$ cat config.mk
export PLATFORM = sky130hd
export DESIGN_NAME = seq_param_alu
export DESIGN_NICKNAME = d
export VERILOG_FILES = /design/src/rtl/seq_alu_pkg.sv /design/src/rtl/seq_param_alu_shift_add_mul.sv /design/src/rtl/seq_param_alu.sv
export SDC_FILE = /design/constraint.sdc
export NUM_CORES = 1
export LEC_CHECK = 0
export BUFFER_PORTS_ARGS = -buffer_cell sky130_fd_sc_hd__buf_2
export CORE_MARGIN = 1.5
export CORE_UTILIZATION = 30
export DETAILED_ROUTE_END_ITERATION = 16
export GPL_ROUTABILITY_DRIVEN = 0
export GPL_TIMING_DRIVEN = 0
export PLACE_DENSITY = 0.46
export SYNTH_ARGS = -nofsm -noshare
export SYNTH_HDL_FRONTEND = slang
export SYNTH_SLANG_ARGS = --single-unit
$ cat constraint.sdc
create_clock -name clk -period 4.65 [get_ports clk]
set_clock_uncertainty 0.15 [all_clocks]
set_input_delay 0.2325 -clock clk [delete_from_list [all_inputs] [get_ports clk]]
set_output_delay 0.2325 -clock clk [all_outputs]
set_load 0.02 [all_outputs]
$ cat src/rtl/seq_alu_pkg.sv
// Shared opcodes and FSM state encoding for the sequential parametrised ALU.
package seq_alu_pkg;

    localparam logic [1:0] OP_ADD   = 2'b00;
    localparam logic [1:0] OP_SUB   = 2'b01;
    localparam logic [1:0] OP_MUL   = 2'b10;
    localparam logic [1:0] OP_SHIFT = 2'b11;

    typedef enum logic [1:0] {
        ST_IDLE = 2'd0,
        ST_MUL  = 2'd1,
        ST_DONE = 2'd2
    } state_t;

endpackage

$ cat src/rtl/seq_param_alu_shift_add_mul.sv
// Shift-add unsigned multiplier: one partial product per cycle, WIDTH iterations.
// done flags the final iteration; product is the value that iteration produces.
module shift_add_mul #(
    parameter int WIDTH = 16
) (
    input  logic                 clk,
    input  logic                 rst,
    input  logic                 start,
    input  logic [WIDTH-1:0]     a,
    input  logic [WIDTH-1:0]     b,
    output logic                 done,
    output logic [2*WIDTH-1:0]   product
);

    localparam int CNT_W = $clog2(WIDTH + 1);

    logic [WIDTH-1:0] acc_q, acc_d;
    logic [WIDTH-1:0] mq_q, mq_d;
    logic [WIDTH-1:0] a_q, a_d;
    logic [CNT_W-1:0] cnt_q, cnt_d;
    logic [WIDTH:0]   sum;

    always_comb begin
        acc_d = acc_q;
        mq_d  = mq_q;
        a_d   = a_q;
        cnt_d = cnt_q;
        sum   = {1'b0, acc_q} + (mq_q[0] ? {1'b0, a_q} : {(WIDTH+1){1'b0}});
        if (start) begin
            acc_d = '0;
            mq_d  = b;
            a_d   = a;
            cnt_d = CNT_W'(WIDTH);
        end else if (cnt_q != '0) begin
            // {carry, acc, mq} shifted right by one after the conditional add
            acc_d = sum[WIDTH:1];
            mq_d  = {sum[0], mq_q[WIDTH-1:1]};
            cnt_d = cnt_q - CNT_W'(1);
        end
    end

    assign done    = (cnt_q == CNT_W'(1)) && !start;
    assign product = {sum[WIDTH:1], sum[0], mq_q[WIDTH-1:1]};

    always_ff @(posedge clk or posedge rst) begin
        if (rst) begin
            acc_q <= '0;
            mq_q  <= '0;
            a_q   <= '0;
            cnt_q <= '0;
        end else begin
            acc_q <= acc_d;
            mq_q  <= mq_d;
            a_q   <= a_d;
            cnt_q <= cnt_d;
        end
    end

endmodule

$ cat src/rtl/seq_param_alu.sv
// Clocked ALU (add/sub/mul/shift) behind valid/ready, result held until accepted.
//   state   | meaning
//   IDLE    | in_ready high, waiting for an op
//   MUL     | shift-add multiplier iterating
//   DONE    | out_valid high, result held until out_ready
module seq_param_alu
    import seq_alu_pkg::*;
#(
    parameter int WIDTH = 16
) (
    input  logic                 clk,
    input  logic                 rst,
    input  logic                 in_valid,
    output logic                 in_ready,
    input  logic [1:0]           op,
    input  logic [WIDTH-1:0]     a,
    input  logic [WIDTH-1:0]     b,
    input  logic                 cin,
    output logic                 out_valid,
    input  logic                 out_ready,
    output logic [2*WIDTH-1:0]   result,
    output logic                 carry,
    output logic                 zero
);

    state_t               state_q, state_d;
    logic [2*WIDTH-1:0]   result_q, result_d;
    logic                 carry_q, carry_d;
    logic                 zero_q, zero_d;

    logic                 mul_start;
    logic                 mul_done;
    logic [2*WIDTH-1:0]   mul_product;

    logic [WIDTH:0]       add_sum;
    logic [WIDTH:0]       sub_diff;
    logic [WIDTH-1:0]     shl;
    logic [WIDTH-1:0]     shr;
    logic                 shift_big;

    shift_add_mul #(.WIDTH(WIDTH)) u_mul (
        .clk     (clk),
        .rst     (rst),
        .start   (mul_start),
        .a       (a),
        .b       (b),
        .done    (mul_done),
        .product (mul_product)
    );

    assign add_sum   = {1'b0, a} + {1'b0, b} + {{WIDTH{1'b0}}, cin};
    assign sub_diff  = {1'b0, b} + {1'b0, ~a} + (WIDTH+1)'(1);
    // The whole of b is the shift amount, so large values must flush to zero
    assign shift_big = (b >= WIDTH'(WIDTH));
    assign shl       = shift_big ? '0 : (a << b);
    assign shr       = shift_big ? '0 : (a >> b);

    always_comb begin
        state_d   = state_q;
        result_d  = result_q;
        carry_d   = carry_q;
        zero_d    = zero_q;
        mul_start = 1'b0;
        case (state_q)
            ST_IDLE: begin
                if (in_valid) begin
                    case (op)
                        OP_ADD: begin
                            result_d = {{(WIDTH-1){1'b0}}, add_sum};
                            carry_d  = add_sum[WIDTH];
                            zero_d   = (add_sum[WIDTH-1:0] == '0);
                            state_d  = ST_DONE;
                        end
                        OP_SUB: begin
                            result_d = {{WIDTH{1'b0}}, sub_diff[WIDTH-1:0]};
                            carry_d  = sub_diff[WIDTH];
                            zero_d   = (sub_diff[WIDTH-1:0] == '0);
                            state_d  = ST_DONE;
                        end
                        OP_MUL: begin
                            mul_start = 1'b1;
                            state_d   = ST_MUL;
                        end
                        default: begin
                            result_d = {shl, shr};
                            carry_d  = 1'b0;
                            zero_d   = (shr == '0);
                            state_d  = ST_DONE;
                        end
                    endcase
                end
            end
            ST_MUL: begin
                if (mul_done) begin
                    result_d = mul_product;
                    carry_d  = (mul_product[2*WIDTH-1:WIDTH] != '0);
                    zero_d   = (mul_product == '0);
                    state_d  = ST_DONE;
                end
            end
            ST_DONE: begin
                if (out_ready) begin
                    state_d = ST_IDLE;
                end
            end
            default: state_d = ST_IDLE;
        endcase
    end

    always_ff @(posedge clk or posedge rst) begin
        if (rst) begin
            state_q  <= ST_IDLE;
            result_q <= '0;
            carry_q  <= 1'b0;
            zero_q   <= 1'b0;
        end else begin
            state_q  <= state_d;
            result_q <= result_d;
            carry_q  <= carry_d;
            zero_q   <= zero_d;
        end
    end

    assign in_ready  = (state_q == ST_IDLE);
    assign out_valid = (state_q == ST_DONE);
    assign result    = result_q;
    assign carry     = carry_q;
    assign zero      = zero_q;

endmodule

==> metrics.cfg <==
[final_layout]
antenna_cells = 0
drive_above_1_share = 0.1132
final_cell_mix = nand2_1, nor2_1, dfrtp_1
layout.nets = 1211
final_common_cell = nand2_1
fin_area_sq_um = 9214
num-fill-cells = 2803
syn2layout_area_growth_pct = 14.37

[global_route]
overflow = 0
grt_max_degree = 67
grt_pass1_vias = 7769
antenna_found_initial = 0
grtUsageTotal = 0.2328
grt_pass1_wl_um = 48840

[die]
die_area_sq_um = 27850
die_w_um = 166.9
initial_core_util = 0.3074
core_area_sq_um = 26210
die-height_um = 166.9
io_pins = 75
row_count = 59

[clock_tree]
cts_buffers = 9
cts_tree = done
htree_levels = 3
clockBufferDepth = 2
cts_setup_buffers = 0
root_buffer = clkbuf_16
clkTransAtPathRegs_ps = 80
cts_sinks = 89
clock_latency_ps = 360

[hold_path]
holdCritStartpoint = a[0]
hold_end = u_mul.a_q[0]$_DFFE_PP0P_
hold_path_class = in2reg
whs_path_depth = 3

[timing]
drv_slew = 0
fin_crit_sh = 0.9245
fin_crit_ps = 4299
max_freq_mhz = 232.6
worst_pin_slew_ps = 726.2
slew_headroom = 0.5159
hold_viol_final = 0
grt_setup_unrepaired = false
setup_viol = 0
setup_ws_ps = 350.8

[critical_path]
rr_startpoint = u_mul.mq_q[0]$_DFFE_PP0P_
worst-path-max-fanout = 10
r2r-end = zero$_DFFE_PP0P_
cp-end-kind = flop
critPathArrivalTime_ps = 4450
ff2ff_path_depth = 14
timing.reg2reg.setup_slack_ps = 350
worstSetupPathType = reg2reg
crit_path_start_kind = flop
cp.required_ps = 4800

[synth]
synth_edf_count = 0
ys_seq_area_frac = 0.2764
ys.warnings.count = 0
synthArstFlopShare = 1.000
syn_area_sq_um = 8056
synth_ff_type = dfrtp_1
synth_area_per_cell_sq_um = 7.814
ys_types = 73
ys_ff_latch = 89
syn-num-nets = 1124
netlist_instances = 1031

[detailed_routing]
ant_nets = 0
drc = 0
num_vias = 8198
viasPerCell = 5.627
wl_per_cell_um = 22.15
drt-total-wl_um = 32280
firstDrtPassIters = 5
drt-initial-drc-count = 758

[pwr]
peakVddDrop_mv = 0.1822
p_leak_uw = 0.004039
p_per_area_nw_per_um2 = 576.5

[placed_design]
hpwlAfterDp_um = 25840
place_ws_ps = -82.57
port_buffers = 73
place_area_sq_um = 8871

[outcome]
outcome = completed

[flow_run]
max_cap_viol_count = 0

[per-stage QoR]
| step | setup TNS (ps) | power, uW | utilization | hold slack [ps] | cells |
|---|---|---|---|---|---|
| after floorplan | 0 | 3462 | - | 168.8 | 1031 |
| after global placement | -49.85 | 4457 | 0.3374 | 293.4 | 1439 |
| after detailed placement | -82.57 | 4472 | 0.3385 | 89.02 | 1440 |
| after CTS | 0 | 5292 | 0.3512 | 23.95 | 1457 |
| after global routing | 0 | 5700 | 0.3516 | 35.52 | 1457 |
| final | 0 | 5312 | 0.3516 | 20.63 | 1457 |
[Yosys cell counts (all sizes together) (11+ instances only)]
library cell	number	area [sq um]
xor2	14	122.6
o21ai	79	395.4
inv	45	168.9
nand2	144	540.5
dfrtp	89	2227
nor3	18	90.09
a211oi	18	135.1
clkbuf	51	191.4
xnor2	25	219.0
nor2b	13	81.33
nand2b	11	68.82
a21oi	61	305.3
nor4	15	100.1
a31oi	31	193.9
and2	24	150.1
mux2i	32	320.3
ha	50	625.6
buf	13	62.56
o21a	15	112.6
nor2	106	397.9
nand3	14	70.07
[what timing repair did]
action,4_1_cts,5_1_grt
endpoints found under the hold margin,24,0
setup endpoints to repair,1,1
hold buffers,2,0
resized for setup,1,2
[registers in the layout, indices dropped and copies added, names as in the netlist]
signal       cells
u_mul.a_q       16
u_mul.cnt_q      5
result          32
zero             1
carry            1
state_q          2
u_mul.mq_q      16
u_mul.acc_q     16
[worst max path at each step]
stage                                   start                to
floorplan                                b[1]  zero$_DFFE_PP0P_
global placement    u_mul.mq_q[0]$_DFFE_PP0P_  zero$_DFFE_PP0P_
detailed placement  u_mul.mq_q[0]$_DFFE_PP0P_  zero$_DFFE_PP0P_
CTS                 u_mul.mq_q[0]$_DFFE_PP0P_  zero$_DFFE_PP0P_
global route        u_mul.mq_q[0]$_DFFE_PP0P_  zero$_DFFE_PP0P_
finish              u_mul.mq_q[0]$_DFFE_PP0P_  zero$_DFFE_PP0P_
[where the power goes]
group / internal (uW) / leakage [uW] / total, uW / switching [uW]
Sequential: 1150 / 0.00110 / 1440 / 282
Combinational: 1130 / 0.00279 / 3070 / 1940
Clock: 472 / 0.000150 / 808 / 335
Total: 2760 / 0.00404 / 5310 / 2560
[critical path: stages, from the launching register on]
cell       delay [ps]
dfrtp_1           470
clkbuf_1          210
and2_1            180
ha_1              240
inv_1              90
fa_1              210
nor2b_1            90
o31ai_1           560
a2111oi_2         210
or4_1             530
a21oi_1           210
nor4b_2           320
nand4_1           210
a31oi_1           400
a211o_1           160
[metal layers]
layer | up-vias | part of all wire | GRT usage
met3 | 44 | 0.061 | 0.03184
li1 | 3884 | - | -
met1 | 3934 | 0.47 | 0.3348
met4 | 0 | 0.025 | 0.07391
met2 | 336 | 0.44 | 0.3587
met5 | - | 0 | 0
[final cells by class]
type	count	area (sq um)	area share
clock buffers	11	232.7	0.02526
well taps	335	419.2	0.04549
inverters	46	175.2	0.01901
plain buffers	64	254.0	0.02757
flip-flops and latches	89	2227	0.2417
clock inverters	4	77.57	0.008419
multi-input cells	832	5415	0.5877
repair buffers	76	412.9	0.04481
[cells by family after synthesis]
kind of cell,share of synthesized area
muxes,0.07051
and+or+nand+nor,0.2230
DFF,0.2764
AOI/OAI and AO/OA,0.2471
adders and majority gates,0.08759
buffers and inverters,0.05296
xor gates and xnor gates,0.04240
(Power assumes the default switching activity.)
